==> src/rtl/upc_marquee.sv <==
// upc_marquee: latches a UPC code and shows its breed name on active-low seven-segment digits,
// static when it fits, scrolling when it does not, blinking "Err" for invalid codes.
module upc_marquee #(
  parameter int NUM_DIGITS = 6,
  parameter int SCROLL_DIV = 25000000,
  parameter int GAP        = 2
) (
  input  logic                    clk,
  input  logic                    reset_n,
  input  logic [2:0]              upc,
  input  logic                    upc_load,
  output logic [7*NUM_DIGITS-1:0] hex,
  output logic                    scrolling,
  output logic                    wrap_pulse
);
  localparam int MAX_S = 7 + GAP;
  localparam int PW    = $clog2(MAX_S);
  localparam int CW    = $clog2(SCROLL_DIV);

  typedef enum logic [1:0] {IDLE, STATIC, SCROLL, ERROR} state_t;

  function automatic int name_len(input logic [2:0] c);
    return (c == 3'd3 || c == 3'd4) ? 4 : (c == 3'd5) ? 6 : (c == 3'd2 || c == 3'd7) ? 3 : 7;
  endfunction

  // Invalid codes carry "Err" as their text so ERROR reuses the right-justified path.
  function automatic logic [55:0] name_txt(input logic [2:0] c);
    case (c)
      3'd0:    return "SIAMESE";
      3'd1:    return "PERSIAN";
      3'd3:    return {24'd0, "COON"};
      3'd4:    return {24'd0, "FOLD"};
      3'd5:    return {8'd0, "BENGAL"};
      3'd6:    return "RAGDOLL";
      default: return {32'd0, "Err"};
    endcase
  endfunction

  function automatic logic [6:0] seg(input logic [7:0] ch);
    case (ch)
      "A":     return 7'b0001000;
      "B":     return 7'b0000011;
      "C":     return 7'b1000110;
      "D":     return 7'b0100001;
      "E":     return 7'b0000110;
      "F":     return 7'b0001110;
      "G":     return 7'b0010000;
      "I":     return 7'b1001111;
      "L":     return 7'b1000111;
      "M":     return 7'b1001000;
      "N":     return 7'b1001000;
      "O":     return 7'b1000000;
      "P":     return 7'b0001100;
      "R":     return 7'b1001110;
      "S":     return 7'b0010010;
      "r":     return 7'b0101111;
      default: return 7'b1111111;
    endcase
  endfunction

  function automatic logic [6:0] glyph_at(input logic [2:0] c, input int j);
    int          n;
    logic [55:0] t;
    n = name_len(c);
    t = name_txt(c);
    if (j < 0 || j >= n) return 7'b1111111;
    return seg(t[8*(n-1-j) +: 8]);
  endfunction

  state_t                  r_state, w_next;
  logic [2:0]              r_code;
  logic [PW-1:0]           r_pos;
  logic [CW-1:0]           r_cnt;
  logic                    r_phase, r_pend, r_wrap, r_scr;
  logic [7*NUM_DIGITS-1:0] r_hex, w_frame;
  int                      w_len, w_s, w_j;
  logic                    w_tick, w_last;

  assign w_len  = name_len(r_code);
  assign w_s    = w_len + GAP;
  assign w_tick = r_cnt == CW'(SCROLL_DIV - 1);
  assign w_last = int'(r_pos) == w_s - 1;

  always_comb begin
    w_next = r_state;
    if (upc_load)
      w_next = (upc == 3'd2 || upc == 3'd7) ? ERROR : (name_len(upc) > NUM_DIGITS) ? SCROLL : STATIC;
  end

  // Digit 0 is leftmost; scrolling indexes the name+gap stream, otherwise right-justify.
  always_comb begin
    w_frame = '1;
    w_j     = 0;
    for (int i = 0; i < NUM_DIGITS; i++) begin
      w_j = (r_state == SCROLL) ? int'(r_pos) + i : i - (NUM_DIGITS - w_len);
      if (r_state == SCROLL && w_j >= w_s) w_j = w_j - w_s;
      if (r_state == SCROLL || r_state == STATIC || (r_state == ERROR && r_phase))
        w_frame[7*(NUM_DIGITS-1-i) +: 7] = glyph_at(r_code, w_j);
    end
  end

  always_ff @(posedge clk or negedge reset_n)
    if (!reset_n) r_state <= IDLE;
    else          r_state <= w_next;

  always_ff @(posedge clk or negedge reset_n) begin
    if (!reset_n) begin
      r_code  <= '0;
      r_pos   <= '0;
      r_cnt   <= '0;
      r_phase <= 1'b1;
      r_pend  <= 1'b0;
      r_wrap  <= 1'b0;
      r_scr   <= 1'b0;
      r_hex   <= '1;
    end else begin
      r_hex  <= w_frame;
      r_scr  <= r_state == SCROLL;
      r_wrap <= r_pend;
      r_pend <= 1'b0;
      if (upc_load) begin
        r_code  <= upc;
        r_pos   <= '0;
        r_cnt   <= '0;
        r_phase <= 1'b1;
      end else if (r_state == SCROLL || r_state == ERROR) begin
        r_cnt <= w_tick ? '0 : r_cnt + 1'b1;
        if (w_tick && r_state == SCROLL) begin
          r_pos  <= w_last ? '0 : r_pos + 1'b1;
          r_pend <= w_last;
        end
        if (w_tick && r_state == ERROR) r_phase <= ~r_phase;
      end
    end
  end

  assign hex        = r_hex;
  assign scrolling  = r_scr;
  assign wrap_pulse = r_wrap;
endmodule

==> config.mk <==
export PLATFORM = sky130hd
export DESIGN_NAME = upc_marquee
export DESIGN_NICKNAME = d
export VERILOG_FILES = /design/src/rtl/upc_marquee.sv
export SDC_FILE = /design/constraint.sdc
export NUM_CORES = 1
export LEC_CHECK = 0
export CAP_MARGIN = 20
export CORE_ASPECT_RATIO = 0.9
export CORE_UTILIZATION = 60
export DETAILED_ROUTE_END_ITERATION = 6
export GPL_TIMING_DRIVEN = 0
export PLACE_DENSITY = 0.81
export SLEW_MARGIN = 20
export SYNTH_ARGS = -nofsm -noshare
export SYNTH_HDL_FRONTEND = slang
export SYNTH_SLANG_ARGS = --single-unit
==> constraint.sdc <==
create_clock -name clk -period 9.4 [get_ports clk]
set_clock_uncertainty 0.1 [all_clocks]
set_input_delay 1.41 -clock clk [delete_from_list [all_inputs] [get_ports clk]]
set_output_delay 1.41 -clock clk [all_outputs]
set_load 0.01 [all_outputs]
==> metrics, run 1 <==
Cell variety after synth=104; Hold Path End=wrap_pulse; RSZ-0062 raised after global routing=no; Nets=about 1800; Largest delay share family, worst path=simple AND/OR/NAND/NOR gates; asr flop ratio synth=100%; flops & latches, synth=80; startpoint of the worst hold path=r_pend; warnings from Yosys=0; Clock Power Share=between 10% and 20%; DIE HEIGHT=136 um; Primary FF master, synth=dfstp_2; sequential-to-total area share from yosys stat=17.2%; Placer Congestion=~0.98; DP Area=0.0128 mm2; PwrDens=roughly 310 mW/mm2; Logic pwr share=78.8%; wire per inst=roughly 20 um; CTS tree=built; hold crit path type=register to register; CTS Hold Bufs=0; Reg-to-Reg End=hex[23]; Initial Util=61.8%; Power, Total=4.05 mW; Yosys top cell area share=16.2%; die width=151 um; Gate Count Post-Synth=between 1500 and 2000; Initial DRC Count=1395; EDFF count, synth=0; TritonCTS Sinks=80; Worst setup EP type=register; area growth from synthesis to layout=10.6%; Max Clk Rate=113 MHz; vias in the first global route=about 11000; Worst-Skew Late Latency=~0.37 ns; Total GRT Usage=37.5%; commonest non-fill, non-tap cell in the layout=ha_1; Cell Count, Final, Fillers Out=around 1900; Yosys top cell by area=ha_1; full die area=between 0.02 and 0.025 mm2; VDD IR max=0.000208 V; failing checks=design-rule violations; GRT met2 Usage=55.6%; post-route cell area=roughly 0.013 mm2; most frequent cells in the layout=155 x ha_1, 118 x o21ai_0, 117 x nand2_1; max_slew headroom=about 25%; Residual DRC=24; first-pass GRT wire length=59500 um; maxcap violations=0; worst slew pin tran=1.12 ns; Root Buffer=clkbuf_16; fraction of layout cells with a size suffix above 1=8.98%; fin crit share=94.1%; internal power=1.84 mW; Core Box Area=0.0193 mm2; Via Count=12442; Crit path top cell by count=nor2b_1; WHS Path Cells=0; htree depth=3; Final setup viols=0; post-placement cell count=1858; final hold violation count=0; port bufs=48; max-slew violation count=0; number of diodes=0; Post-Syn Area=0.0119 mm2; number of nets with antenna violations after routing=0; synth top area cells=ha_1 16%, dfstp_2 9.5%, dfrtp_1 7.7%; CP bufs+invs=8; Row Count=48; Tmin final=8.84 ns; status=finished, violations left; Avg Inst Size Synth=7.76 um2; R2R cell count=33; switch share=54.4%; Routed WL=38200 um; pin count of the biggest net entering global routing=58; Sw Pwr=2.20 mW; Static Leak=5.54 nW; met3 usage=9.36%; initial antenna violation count=1; Seq pwr share=10.7%; DP HPWL=28500 um; CP required=~9.6 ns; Crit Path Max Fanout=15; clk slew on worst S/H paths=0.09 ns; GR Layer Usage met1=between 50% and 60%; crit path DAT=around 9.0 ns; Ports=50; R2R Setup Slk=0.56 ns; drt via density=6.63; Crit path largest cell delay=around 0.53 ns; startpoint types=register; critical path's slowest cell=nor2_4; 1st-pass router iterations=7; total gr overflow=0; total CTS buffers=9; worst flop-to-flop path startpoint=r_code[0]; WP depth=33; GRT busiest layer=met2; type of the worst setup path=register to register; clk buf depth=2
-- timing repair --
item / in CTS / in global routing
gates resized for setup: 0 / 2
setup buffers: 0 / 3
endpoints found under the setup margin: 0 / 8
-- power groups by stage --
| stage | Clock, mW | Combinational (mW) | Sequential, mW |
|---|---|---|---|
| after floorplan | 0 | 2.29 | 0.457 |
| after global placement | 0 | 2.99 | 0.438 |
| after detailed placement | 0 | 3.05 | 0.438 |
| after CTS | 0.430 | 3.08 | 0.433 |
| after global routing | 0.437 | 3.49 | 0.438 |
| final | 0.425 | 3.19 | 0.432 |
-- kinds of logic after synthesis --
| group | after synthesis | share of synthesized area, % |
|---|---|---|
| buf+inv | 195 | 6.67 |
| mux | 25 | 2.24 |
| simple gates | 548 | 24.8 |
| xor+xnor | 65 | 4.89 |
| flops | 80 | 17.2 |
| other cells | 2 | 0.0629 |
| compound gates | 458 | 26.0 |
| fa+ha+maj | 166 | 18.1 |
-- per-layer routing --
layer | part of all wire [%] | up-vias
met5 | 0 | -
met4 | 3.3 | 0
met3 | 11 | 115
met2 | 42 | 711
met1 | 43 | 5810
li1 | - | 5806
-- worst max path at each step --
stage | from | slack (ns) | endpoint
after floorplan | r_code[0] | 1.87 | hex[23]
after global placement | r_code[0] | -0.09 | hex[23]
after detailed placement | r_code[0] | 0.59 | hex[23]
after CTS | r_code[0] | 0.51 | hex[23]
after global routing | r_code[0] | 0.11 | hex[23]
final | r_code[0] | 0.56 | hex[23]
-- final cells by class --
type                    count  area [um2]
flip-flops and latches     80        2060
multi-input cells        1284        9190
clock buffers               9         225
repair buffers             52         528
plain buffers              89         399
fillers                  1661        6120
clock inverters             7         110
inverters                 105         394
well taps                 250         313
-- synthesized netlist by cell type (all sizes together) (9+ instances only) --
cell type  instances
a221oi             9
a21o              29
nand4             21
xor2              33
inv              105
nor3              37
nor2             100
a31oi             18
o221ai             9
nand2b            29
nor3b             10
ha               155
clkbuf            67
o211ai            21
dfstp             43
o31ai             14
buf               23
o21a              15
nor2b             40
o21ai            123
and3              14
a21oi             88
mux2              14
fa                11
o22ai             12
nand3             63
mux2i             11
xnor2             32
a21boi            11
or3               28
dfrtp             37
a211oi             9
nor4              20
nand2            118
-- sequential cells by signal, summed over array words and instances (netlist names) --
signal / count
hex: 42
r_cnt: 25
r_code: 3
r_pend: 1
r_phase: 1
r_pos: 4
r_state: 2
scrolling: 1
wrap_pulse: 1
-- per-stage QoR --
step	setup slack (ns)	hold WS (ns)	utilization [%]	setup TNS, ns
6_report	0.556	0.290	68.3	0
3_3_place_gp	-0.0894	0.272	66.3	-0.0894
2_1_floorplan	1.87	0.231	-	0
5_1_grt	0.109	0.323	68.3	0
4_1_cts	0.507	0.289	68.2	0
3_5_place_dp	0.592	0.270	66.4	0
No activity file was read; power rests on OpenSTA's default activity.
==> run 2: changes to the inputs <==
--- a/config.mk
+++ b/config.mk
@@ -7,10 +7,10 @@
 export LEC_CHECK = 0
 export CAP_MARGIN = 20
 export CORE_ASPECT_RATIO = 0.9
-export CORE_UTILIZATION = 60
+export CORE_UTILIZATION = 35
 export DETAILED_ROUTE_END_ITERATION = 6
 export GPL_TIMING_DRIVEN = 0
-export PLACE_DENSITY = 0.81
+export PLACE_DENSITY = 0.53
 export SLEW_MARGIN = 20
 export SYNTH_ARGS = -nofsm -noshare
 export SYNTH_HDL_FRONTEND = slang
==> run 2 against run 1 <==
Largest cell class unchanged. Routed wire length increased by 4.6%. The flow now finishes without violations. Fmax increased by 0.16%. Sequential share of layout area decreased by 0.31 points. Setup slack improved by 0.014 ns. Critical path type unchanged. Largest power group unchanged. Clock-buffer cell count unchanged. Non-clock buffer count decreased by 1. Flip-flop and latch count unchanged. First-iteration DRC count decreased by 9.8%.
==> metrics, run 2 (same netlist as run 1, synthesis figures left out) <==
status=finished clean; Static Leak=5.55 nW (+0.14%); max reg flops=42 (unchanged); setup TNS=0 ns (unchanged); Crit Path Max Fanout=15 (unchanged); vias in the first global route=11349 (-0.26%); number of nets with antenna violations after routing=0 (unchanged); first-pass GRT wire length=63000 um (+5.8%); fin crit share=93.9% (-0.15 points); clk slew on worst S/H paths=0.07 ns (-0.02 ns); type of the worst setup path=register to register; max_slew headroom=28.2% (+3.7 points); Worst setup EP type=register; DP Area=0.0131 mm2 (+2.1%); CP required=9.58 ns (about the same); commonest non-fill, non-tap cell in the layout=ha_1; PwrDens=296 mW/mm2 (-3.5%); Row Count=63 (+31%); Power, Total=3.99 mW (-1.5%); pin count of the biggest net entering global routing=44 (-24%); Post CTS Setup Buffer Count=0 (unchanged); Max Clk Rate=113 MHz (+0.16%); hold crit path type=register to register; area growth from synthesis to layout=12.9%; clk buf depth=2 (unchanged); wire per inst=19.2 um (-5.7%); VDD IR max=0.000159 V (-23%); Routed WL=40000 um (+4.6%); Total GRT Usage=23.2% (-14 points); Crit path top cell by count=nand2_1; number of fill cells=3443 (+110%); Core Box Area=0.0333 mm2 (+72%); htree depth=3 (unchanged); Crit path largest cell delay=0.63 ns (+0.10 ns); Initial DRC Count=1258 (-9.8%); total CTS buffers=9 (unchanged); Ports=50 (unchanged); Via Count=11948 (-4.0%); Residual DRC=0 (-100%); Worst-Skew Late Latency=0.38 ns (about the same); Initial Util=35.9% (-26 points); Nets=1792 (-0.056%); die width=197 um (+31%); port bufs=48 (unchanged); worst slew pin tran=1.08 ns (-0.0465 ns); RSZ-0062 raised after global routing=no; crit path DAT=9.01 ns (-0.02 ns); Root Buffer=clkbuf_16; DP HPWL=30300 um (+6.4%); TritonCTS Sinks=80 (unchanged); post-route cell area=0.0135 mm2 (+2.1%); final hold violation count=0 (unchanged); number of diodes=0 (unchanged); CTS tree=built; fraction of layout cells with a size suffix above 1=9.17% (+0.19 points); Placer Congestion=0.997 (+1.6%); DIE HEIGHT=177 um (+30%); Tmin final=8.83 ns (-0.0143 ns); full die area=0.0349 mm2 (+70%); maxcap violations=0 (unchanged); critical path's slowest cell=o211ai_1; total gr overflow=0 (unchanged); 1st-pass router iterations=5 (-2); drt via density=5.74 (-13%); most frequent cells in the layout=155 x ha_1, 118 x o21ai_0, 117 x nand2_1; max-slew violation count=0 (unchanged); Fin Hold WS=0.277 ns (-0.0132 ns); Final setup viols=0 (unchanged); startpoint types=register; initial antenna violation count=0 (-1)
run 2: changes by cell type in the layout (fill, tap and decap cells not counted), sizes merged:
cell	change
buf	-3
clkbuf	+2
clkinv	+1
clkinvlp	-1
run 2: repair_timing:
| item | in CTS | in global routing |
|---|---|---|
| hold endpoints to repair | 0 | 0 |
| gates resized for setup | 0 | 6 |
| hold buffers | 0 | 0 |
| setup endpoints to repair | 0 | 14 |
run 2: area by class of cell:
cell class / instances / area [um2] / area share (%)
multi-input combinational: 1284 / 9210 / 68.3
sequential: 80 / 2060 / 15.2
tap: 455 / 569 / 4.22
timing repair buffer: 50 / 520 / 3.86
buffer: 90 / 405 / 3.01
inverter: 105 / 394 / 2.92
clock buffer: 9 / 225 / 1.67
clock inverter: 7 / 111 / 0.826
run 2: through the flow:
step / setup slack (ns) / util (%) / cells
4_1_cts: 0.258 / 40.4 / 2080
3_5_place_dp: 0.312 / 39.4 / 2064
5_1_grt: 0.0490 / 40.5 / 2080
2_1_floorplan: 1.87 / - / 1559
3_3_place_gp: -0.334 / 39.3 / 2062
6_report: 0.570 / 40.5 / 2080
run 2: final timing paths:
path / endpoint / from / cells past startpoint / slack, ns
worst max register to register: hex[23] / r_code[0] / 33 / 0.57
worst max-delay path: hex[23] / r_code[0] / 33 / 0.57
worst min register to register: wrap_pulse / r_pend / 0 / 0.28
min in group asynchronous: wrap_pulse / reset_n / 1 / 0.81
worst min-delay path: wrap_pulse / r_pend / 0 / 0.28
max in group asynchronous: hex[15] / reset_n / 2 / 7.76
run 2: power by group:
group / switching, mW / leakage, nW / internal, mW
registers: 0.0199 / 0.953 / 0.413
clock network: 0.184 / 0.164 / 0.238
logic: 1.96 / 4.43 / 1.18
total: 2.16 / 5.55 / 1.83
run 2: layer usage:
layer / track usage [%] / part of all wire, % / vias up
met4: 5.94 / 1.6 / 0
met3: 5.22 / 8.0 / 45
met5: 0 / 0 / -
met1: 33.4 / 49 / 5690
li1: - / - / 5787
met2: 34.5 / 42 / 426
run 2: critical path, delay by kind of cell, from the launching register on:
family | cells | cell delay, ns
adders and majority gates | 5 | 1.73
xor gates and xnor gates | 1 | 0.20
DFF | 1 | 0.47
AOI/OAI and AO/OA | 7 | 2.03
and+or+nand+nor | 11 | 2.29
buffers and inverters | 9 | 1.91
==> run 3: changes to the inputs <==
--- a/config.mk
+++ b/config.mk
@@ -11,7 +11,6 @@
 export DETAILED_ROUTE_END_ITERATION = 6
 export GPL_TIMING_DRIVEN = 0
 export PLACE_DENSITY = 0.53
-export SLEW_MARGIN = 20
 export SYNTH_ARGS = -nofsm -noshare
 export SYNTH_HDL_FRONTEND = slang
 export SYNTH_SLANG_ARGS = --single-unit
==> run 3 against run 2 <==
The flow now finishes with violations (design-rule violations). Setup slack improved by 0.081 ns. Design area barely moved. Register-to-register slack improved by 0.08 ns. Non-clock buffer count rose by 1. Highest routed layer unchanged.
==> metrics, run 3 (same netlist as run 1, synthesis figures left out) <==
critical path's slowest cell=o211ai_1; fraction of layout cells with a size suffix above 1=9.16% (about the same); worst slew pin tran=1.10 ns (+0.0289 ns); max-slew violation count=0 (unchanged); first-pass GRT wire length=62800 um (-0.35%); initial antenna violation count=1 (+1); drt via density=5.74 (-0.14%); VDD IR max=0.000205 V (+29%); max reg flops=42 (unchanged); DP HPWL=30300 um (-0.18%); full die area=0.0349 mm2 (unchanged); number of fill cells=3450 (+0.20%); commonest non-fill, non-tap cell in the layout=ha_1; DIE HEIGHT=177 um (unchanged); area growth from synthesis to layout=12.8% (about the same); end-of-flow core utilization=40.5% (about the same); Crit path largest cell delay=0.62 ns (about the same); failing checks=design-rule violations; CTS tree=built; Final setup viols=0 (unchanged); Crit Path Max Fanout=13 (-2); Initial DRC Count=1195 (-5.0%); Static Leak=5.55 nW (about the same); Core Box Area=0.0333 mm2 (unchanged); wire per inst=19.1 um (-0.43%); CTS Hold Bufs=0 (unchanged); pin count of the biggest net entering global routing=44 (unchanged); Worst setup EP type=register; Residual DRC=1 (+1); CP required=9.58 ns (about the same); TritonCTS Sinks=80 (unchanged); Initial Util=35.9% (unchanged); clk slew on worst S/H paths=0.07 ns (about the same); vias in the first global route=11336 (-0.11%); PwrDens=296 mW/mm2 (+0.11%); Worst-Skew Late Latency=0.39 ns (about the same); total gr overflow=0 (unchanged); Tmin final=8.75 ns (-0.0815 ns); Nets=1793 (+0.056%); hold crit path type=register to register; crit path DAT=8.93 ns (-0.08 ns); number of nets with antenna violations after routing=0 (unchanged); number of diodes=0 (unchanged); total CTS buffers=9 (unchanged); Root Buffer=clkbuf_16; clk buf depth=2 (unchanged); Gates resized, CTS repair=0 (unchanged); fin crit share=93.1% (-0.87 points); Ports=50 (unchanged); startpoint types=register; type of the worst setup path=register to register; Row Count=63 (unchanged); RSZ-0062 raised after global routing=no; htree depth=3 (unchanged); Routed WL=39800 um (-0.38%); most frequent cells in the layout=155 x ha_1, 118 x o21ai_0, 117 x nand2_1; Fin Hold WS=0.260 ns (-0.0174 ns); Largest delay share family, worst path=simple AND/OR/NAND/NOR gates; Max Clk Rate=114 MHz (+0.93%); Post CTS Setup Buffer Count=0 (unchanged); die width=197 um (unchanged); final hold violation count=0 (unchanged); port bufs=48 (unchanged); Crit path top cell by count=nand2_1; 1st-pass router iterations=7 (+2); Via Count=11937 (-0.092%); max_slew headroom=26.3% (-1.9 points); Total GRT Usage=23.0% (-0.14 points); CP bufs+invs=8 (-1); status=finished, violations left; Placer Congestion=0.997 (unchanged); maxcap violations=0 (unchanged)
## run 3: cell count changes in the layout (fill, tap and decap cells not counted), sizes merged
cell	before	now
buf	24	25
## run 3: layer usage
layer / GRT usage (%) / wire length [um] / part of all wire (%)
met5: 0 / 0 / 0
met4: 7.30 / 909 / 2.3
met3: 5.51 / 3170 / 8.0
met2: 33.9 / 16200 / 41
met1: 32.8 / 19500 / 49
## run 3: report_power, final
group | internal (mW) | leakage [nW] | total, mW | switching [mW]
logic | 1.18 | 4.44 | 3.13 | 1.96
clock network | 0.239 | 0.164 | 0.424 | 0.185
registers | 0.413 | 0.953 | 0.432 | 0.0197
## run 3: per-stage QoR
step	worst slack (ns)	cell area, um2	cells	TNS [ns]	total power [mW]
2_1_floorplan	1.87	12000	1559	0	2.74
3_3_place_gp	-0.334	13100	2062	-2.42	3.47
3_5_place_dp	0.336	13100	2065	0	3.49
4_1_cts	0.277	13500	2081	0	3.95
5_1_grt	0.0982	13500	2081	0	4.35
6_report	0.652	13500	2081	0	3.99
## run 3: path summary, 6_finish.rpt
path | start | slack (ns) | cells after the start | endpoint
max in group asynchronous | reset_n | 7.63 | 2 | hex[18]
hold / removal | r_pend | 0.26 | 0 | wrap_pulse
min in group asynchronous | reset_n | 0.89 | 1 | wrap_pulse
setup / recovery | r_code[0] | 0.65 | 32 | hex[23]
hold reg to reg | r_pend | 0.26 | 0 | wrap_pulse
setup reg to reg | r_code[0] | 0.65 | 32 | hex[23]
## run 3: layout make-up
type / count / area, um2 / area share (%)
Buffer: 90 / 405 / 3.01
Multi-Input combinational cell: 1284 / 9200 / 68.2
Inverter: 105 / 394 / 2.93
Timing Repair Buffer: 51 / 518 / 3.84
Tap cell: 455 / 569 / 4.23
Sequential cell: 80 / 2060 / 15.3
Clock buffer: 9 / 225 / 1.67
Clock inverter: 7 / 111 / 0.826
